`src/rtl/mem_port_arbiter.sv`:
```
// mem_port_arbiter: shares one memory port between instruction fetch and the data path,
// data first with a starvation guard for fetch. Optional MEM_ARB_TIMEOUT_EN adds a WAIT-state watchdog.
module mem_port_arbiter #(
    parameter int ADDR_W         = 32,
    parameter int DATA_W         = 32,
    parameter int STARVE_MAX     = 4,
    parameter int TIMEOUT_CYCLES = 16
) (
    input  logic              clk,
    input  logic              reset,
    input  logic              inst_req,
    input  logic [ADDR_W-1:0] inst_addr,
    output logic              inst_ready,
    output logic              inst_valid,
    output logic [DATA_W-1:0] inst_rdata,
    input  logic              data_req,
    input  logic              data_we,
    input  logic [3:0]        data_wstrb,
    input  logic [ADDR_W-1:0] data_addr,
    input  logic [DATA_W-1:0] data_wdata,
    output logic              data_ready,
    output logic              data_valid,
    output logic [DATA_W-1:0] data_rdata,
    output logic              mem_req,
    output logic              mem_we,
    output logic [3:0]        mem_wstrb,
    output logic [ADDR_W-1:0] mem_addr,
    output logic [DATA_W-1:0] mem_wdata,
    input  logic              mem_ready,
    input  logic              mem_valid,
    input  logic [DATA_W-1:0] mem_rdata,
    output logic              bus_error,
    output logic [2:0]        dbg_state,
    output logic [3:0]        dbg_starve_cnt
);

    // Handshakes: a requester holds x_req and its fields until it sees x_ready high at a clock edge;
    // mem_req and its fields are held until mem_ready; mem_valid and x_valid are single-cycle pulses.

    typedef enum logic [2:0] {
        IDLE   = 3'd0,
        REQ_I  = 3'd1,
        REQ_D  = 3'd2,
        WAIT_I = 3'd3,
        WAIT_D = 3'd4
    } state_t;

    localparam logic [3:0] STARVE_LIM = 4'(STARVE_MAX);

    state_t     state;
    logic [3:0] starve_cnt;
    logic       grant_i;
    logic       grant_d;

`ifdef MEM_ARB_TIMEOUT_EN
    localparam int              WD_W    = $clog2(TIMEOUT_CYCLES + 1);
    localparam logic [WD_W-1:0] WD_LAST = WD_W'(TIMEOUT_CYCLES - 1);
    localparam logic [DATA_W-1:0] NOP_WORD = DATA_W'(32'h0000_0013);

    logic [WD_W-1:0] wd_cnt;
`else
    assign bus_error = 1'b0;
`endif

    // Grants are only offered from IDLE and never while reset is held.
    always_comb begin
        grant_i = 1'b0;
        grant_d = 1'b0;
        if (reset && state == IDLE) begin
            grant_i = inst_req && (!data_req || starve_cnt == STARVE_LIM);
            grant_d = data_req && !grant_i;
        end
    end

    assign inst_ready     = grant_i;
    assign data_ready     = grant_d;
    assign dbg_state      = state;
    assign dbg_starve_cnt = starve_cnt;

    always_ff @(posedge clk) begin
        if (!reset) begin
            state      <= IDLE;
            starve_cnt <= '0;
            mem_req    <= 1'b0;
            mem_we     <= 1'b0;
            mem_wstrb  <= '0;
            mem_addr   <= '0;
            mem_wdata  <= '0;
            inst_valid <= 1'b0;
            inst_rdata <= '0;
            data_valid <= 1'b0;
            data_rdata <= '0;
`ifdef MEM_ARB_TIMEOUT_EN
            wd_cnt     <= '0;
            bus_error  <= 1'b0;
`endif
        end else begin
            inst_valid <= 1'b0;
            data_valid <= 1'b0;
`ifdef MEM_ARB_TIMEOUT_EN
            bus_error  <= 1'b0;
`endif
            case (state)
                IDLE: begin
                    if (grant_i) begin
                        state      <= REQ_I;
                        starve_cnt <= '0;
                        mem_req    <= 1'b1;
                        mem_we     <= 1'b0;
                        mem_wstrb  <= '0;
                        mem_addr   <= inst_addr;
                        mem_wdata  <= '0;
                    end else if (grant_d) begin
                        state <= REQ_D;
                        if (inst_req && starve_cnt != STARVE_LIM) begin
                            starve_cnt <= starve_cnt + 4'd1;
                        end
                        mem_req   <= 1'b1;
                        mem_we    <= data_we;
                        mem_wstrb <= data_wstrb;
                        mem_addr  <= data_addr;
                        mem_wdata <= data_wdata;
                    end
                end
                REQ_I: begin
                    if (mem_ready) begin
                        mem_req <= 1'b0;
                        state   <= WAIT_I;
`ifdef MEM_ARB_TIMEOUT_EN
                        wd_cnt  <= '0;
`endif
                    end
                end
                REQ_D: begin
                    if (mem_ready) begin
                        mem_req <= 1'b0;
                        state   <= WAIT_D;
`ifdef MEM_ARB_TIMEOUT_EN
                        wd_cnt  <= '0;
`endif
                    end
                end
                WAIT_I, WAIT_D: begin
                    if (mem_valid) begin
                        if (state == WAIT_I) begin
                            inst_valid <= 1'b1;
                            inst_rdata <= mem_rdata;
                        end else begin
                            data_valid <= 1'b1;
                            data_rdata <= mem_rdata;
                        end
                        state <= IDLE;
                    end
`ifdef MEM_ARB_TIMEOUT_EN
                    // A stalled response completes with a benign value so the pipeline keeps moving.
                    else if (wd_cnt == WD_LAST) begin
                        bus_error <= 1'b1;
                        if (state == WAIT_I) begin
                            inst_valid <= 1'b1;
                            inst_rdata <= NOP_WORD;
                        end else begin
                            data_valid <= 1'b1;
                            data_rdata <= '0;
                        end
                        state <= IDLE;
                    end else begin
                        wd_cnt <= wd_cnt + WD_W'(1);
                    end
`endif
                end
                default: state <= IDLE;
            endcase
        end
    end

endmodule

```
`config.mk`:
```
export PLATFORM = sky130hd
export DESIGN_NAME = mem_port_arbiter
export DESIGN_NICKNAME = d
export VERILOG_FILES = /design/src/rtl/mem_port_arbiter.sv
export SDC_FILE = /design/constraint.sdc
export NUM_CORES = 1
export LEC_CHECK = 0
export CORE_MARGIN = 10
export CORE_UTILIZATION = 43
export DETAILED_ROUTE_END_ITERATION = 16
export PLACE_DENSITY = 0.85
export SYNTH_ARGS = -nofsm -noshare
export SYNTH_HDL_FRONTEND = slang
export SYNTH_SLANG_ARGS = --single-unit
```
`constraint.sdc`:
```
create_clock -name clk -period 3 [get_ports clk]
set_input_delay 0.6 -clock clk [delete_from_list [all_inputs] [get_ports clk]]
set_output_delay 0.6 -clock clk [all_outputs]
set_load 0.02 [all_outputs]
```
==> results by group, run 1 <==
Global routing
  • First-pass GRT wire length: just over 30000 um
  • Largest net degree at the start of global routing: 92
  • Grt ovf: 0
  • Number of global-route vias before repair: 5618
  • GRT Total Usage: 0.211
  • Antenna violations before repair: 0

Route
  • DRT met1 WL: roughly 7600 um
  • Max Used Layer: met4
  • Antenna Nets Post-Route: 0
  • Vias: 5581
  • Drt initial violations: a little under 300
  • Routed vias/inst: about 5.1
  • Met2 WL: ~9800 um
  • Residual DRC: 0
  • Avg WL per Cell: 18.3 um
  • Final wirelength: 20100 um
  • Wire length on met3: 2390 um
  • Pre-antenna DRT Iters: 4

Clock tree
  • CTS Hold Buffers Added: 0
  • Post-CTS Setup Inserts: 0
  • Clock-pin transition on the worst setup and hold timing paths: 0.06 ns
  • Total CTS buffers: 17
  • Clock Tree Root: clkbuf_16
  • TritonCTS Sinks: 143
  • H-Tree Depth: 4
  • CTS tree: yes
  • Post-CTS sizing: 0
  • Clk buf depth: 2
  • Clk Latency, worst-skew pair: 0.41 ns

Setup path
  • Max FO, Critical Path: 7
  • Critical Path RT: 2.40 ns
  • Worst R2R Path Depth: 6
  • Startpoint Class: primary input
  • Worst Path Arrival: 2.27 ns
  • Crit. End Element: output port
  • WS Path Type: primary input to output port

Worst hold path
  • WHS Path Cells: 2
  • HP Class: flop to flop

Synth
  • Mapped Cells: 647
  • Post-Syn Nets: 788
  • Syn. warnings: 0
  • Synth Register Bits: 143
  • Register area share after synthesis: 0.500
  • Syn avg cell area: 8.85 um2
  • Cell Area, Synth: 5720 um2
  • Cell variety after synth: 50

Final layout
  • Area added between synthesis and finish: 61.0%
  • # nets final: 1054
  • Layout Cells excl Fill: between 1000 and 1500
  • Share of cells above drive strength 1: 0.0703
  • Fill cells: 1042
  • Multi-input gate area: between 2000 and 3000 um2
  • ANT cells: 0
  • FF/Latch Area: 2860 um2

Power
  • Pwr/cell area: roughly 570 nW/um2
  • Pleak: 3.32 nW
  • Max VDD drop: 0.000307 V
  • Final total power: 5.23 mW

STA
  • Setup TNS: 0 ns
  • Actual slew at the worst max-slew pin: 0.746 ns
  • Tmin final: 2.87 ns
  • Fin crit share: 0.956
  • Worst Clk Skew: between 0.007 and 0.008 ns
  • Endpoints failing hold: 0
  • Final setup fails: 0
  • Max Transition Viols Final: 0
  • Peak Freq: 349 MHz
  • Setup WS post-layout: 0.132 ns
  • Max transition margin: 0.503
  • RSZ-0062 raised after global routing: false

Floorplanning
  • Core Area: 13100 um2
  • Die Area: roughly 18000 um2
  • Initial Util: 0.436
  • Row count: 42
  • IO Count: 285
  • Die height: approximately 140 um
  • Die width: between 100 and 150 um

Place
  • GPL Wtd Cong: 0.785
  • Buffers on Ports: around 280
  • Placed insts: roughly 1100
  • DP Worst Slack: 0.124 ns
  • Detail Placement HPWL: 14700 um

Run status
  • Status: complete, no violations

Run
  • MaxCap Viol Count: 0
[cells in the final DEF, fill, tap and decap left out, types with 2 or more instances in the layout]
cell type,instances
and2_1,4
nand4b_1,2
nor2_1,3
and3_1,2
a211oi_2,2
nand2_1,162
ha_1,2
dfxtp_1,143
nor2b_1,32
o21ai_0,34
inv_1,5
nor3_1,58
clkbuf_16,17
nand3_1,2
buf_4,17
clkinv_2,4
a22o_1,22
nor3_2,5
mux2i_1,3
a21boi_1,57
clkinv_4,2
bufinv_16,4
a21boi_0,9
clkbuf_8,2
nor4b_1,2
a21oi_1,18
nand2b_1,3
clkdlybuf4s50_1,282
[worst max-delay path, cell delays in order]
cell	delay [ns]
clkdlybuf4s50_1	0.59
a211oi_2	0.27
and2_1	0.17
clkdlybuf4s50_1	0.63
[synth_stat cells, drive strengths merged]
master,instances,area [um2]
a211oi,2,25.0
a21boi,66,495
a21oi,19,98.9
a22o,22,193
a31o,1,8.76
a31oi,1,6.26
and2,4,25.0
and2b,1,7.51
and3,2,12.5
and3b,1,8.76
buf,38,265
clkbuf,15,57.6
conb,1,3.75
dfxtp,143,2860
ha,2,25.0
inv,5,18.8
mux2i,3,30.0
nand2,162,608
nand2b,3,18.8
nand3,4,37.5
nand3b,1,20.0
nand4b,2,17.5
nor2,4,22.5
nor2b,32,200
nor3,64,357
nor3b,1,7.51
nor4,1,6.26
nor4b,2,17.5
nor4bb,1,10.0
o211a,1,17.5
o21a,1,7.51
o21ai,35,175
o221ai,1,8.76
o22ai,1,6.26
o2bb2ai,1,8.76
or2b,1,8.76
or3,1,6.26
or3b,1,8.76
xnor2,1,8.76
[power breakdown]
part | switching, mW | internal, mW | total, mW | leakage (nW)
Combinational | 0.465 | 0.479 | 0.944 | 1.85
Clock | 0.793 | 1.42 | 2.22 | 0.304
Sequential | 0.0597 | 2.01 | 2.07 | 1.16
[cell families after synthesis]
kind of cell	after synthesis	share of synthesized area
flops	143	0.500
simple gates	288	0.245
buf+inv	58	0.0597
fa+ha+maj	2	0.00437
mux	3	0.00525
xor+xnor	1	0.00153
compound gates	151	0.184
other cells	1	0.000655
[path summary, 6_finish.rpt]
check	start	to	slack, ns
max	data_req	inst_ready	0.13
min reg2reg	data_rdata[10]	data_rdata[10]	0.45
min	data_rdata[10]	data_rdata[10]	0.45
max reg2reg	dbg_state[1]	mem_wdata[31]	1.09
[metrics by stage]
stage / util / hold WS (ns) / cell area [um2]
finish: 0.702 / 0.450 / 9220
global route: 0.702 / 0.469 / 9220
CTS: 0.702 / 0.452 / 9220
detailed placement: 0.654 / 0.444 / 8600
global placement: 0.654 / 0.439 / 8600
floorplan: - / 0.532 / 5720
[metal layers]
metal,vias up,track usage
met5,-,0
met4,0,0.0676
met3,21,0.0987
met2,225,0.347
met1,2618,0.237
li1,2717,-
[flip-flops by register name, summed over array words and instances, names as in the netlist]
name            flops
inst_rdata         32
dbg_state           3
mem_addr           32
inst_valid          1
dbg_starve_cnt      4
data_valid          1
mem_we              1
mem_wdata          32
mem_req             1
data_rdata         32
mem_wstrb           4
[area by class of cell]
type / instances / area share
Clock buffer: 19 / 0.0491
Clock inverter: 11 / 0.0179
Inverter: 5 / 0.00204
Multi-Input combinational cell: 446 / 0.276
Sequential cell: 143 / 0.311
Tap cell: 176 / 0.0239
Timing Repair Buffer: 300 / 0.321
Note: power is estimated with default switching activity, not from simulation.
==> run 2, diff against run 1 <==
--- a/config.mk
+++ b/config.mk
@@ -7,6 +7,7 @@
 export LEC_CHECK = 0
 export CORE_MARGIN = 10
 export CORE_UTILIZATION = 43
+export CTS_CLUSTER_DIAMETER = 80
 export DETAILED_ROUTE_END_ITERATION = 16
 export PLACE_DENSITY = 0.85
 export SYNTH_ARGS = -nofsm -noshare
==> results of run 2 <==
Final layout, timing and power as in run 1 (identical DEF).
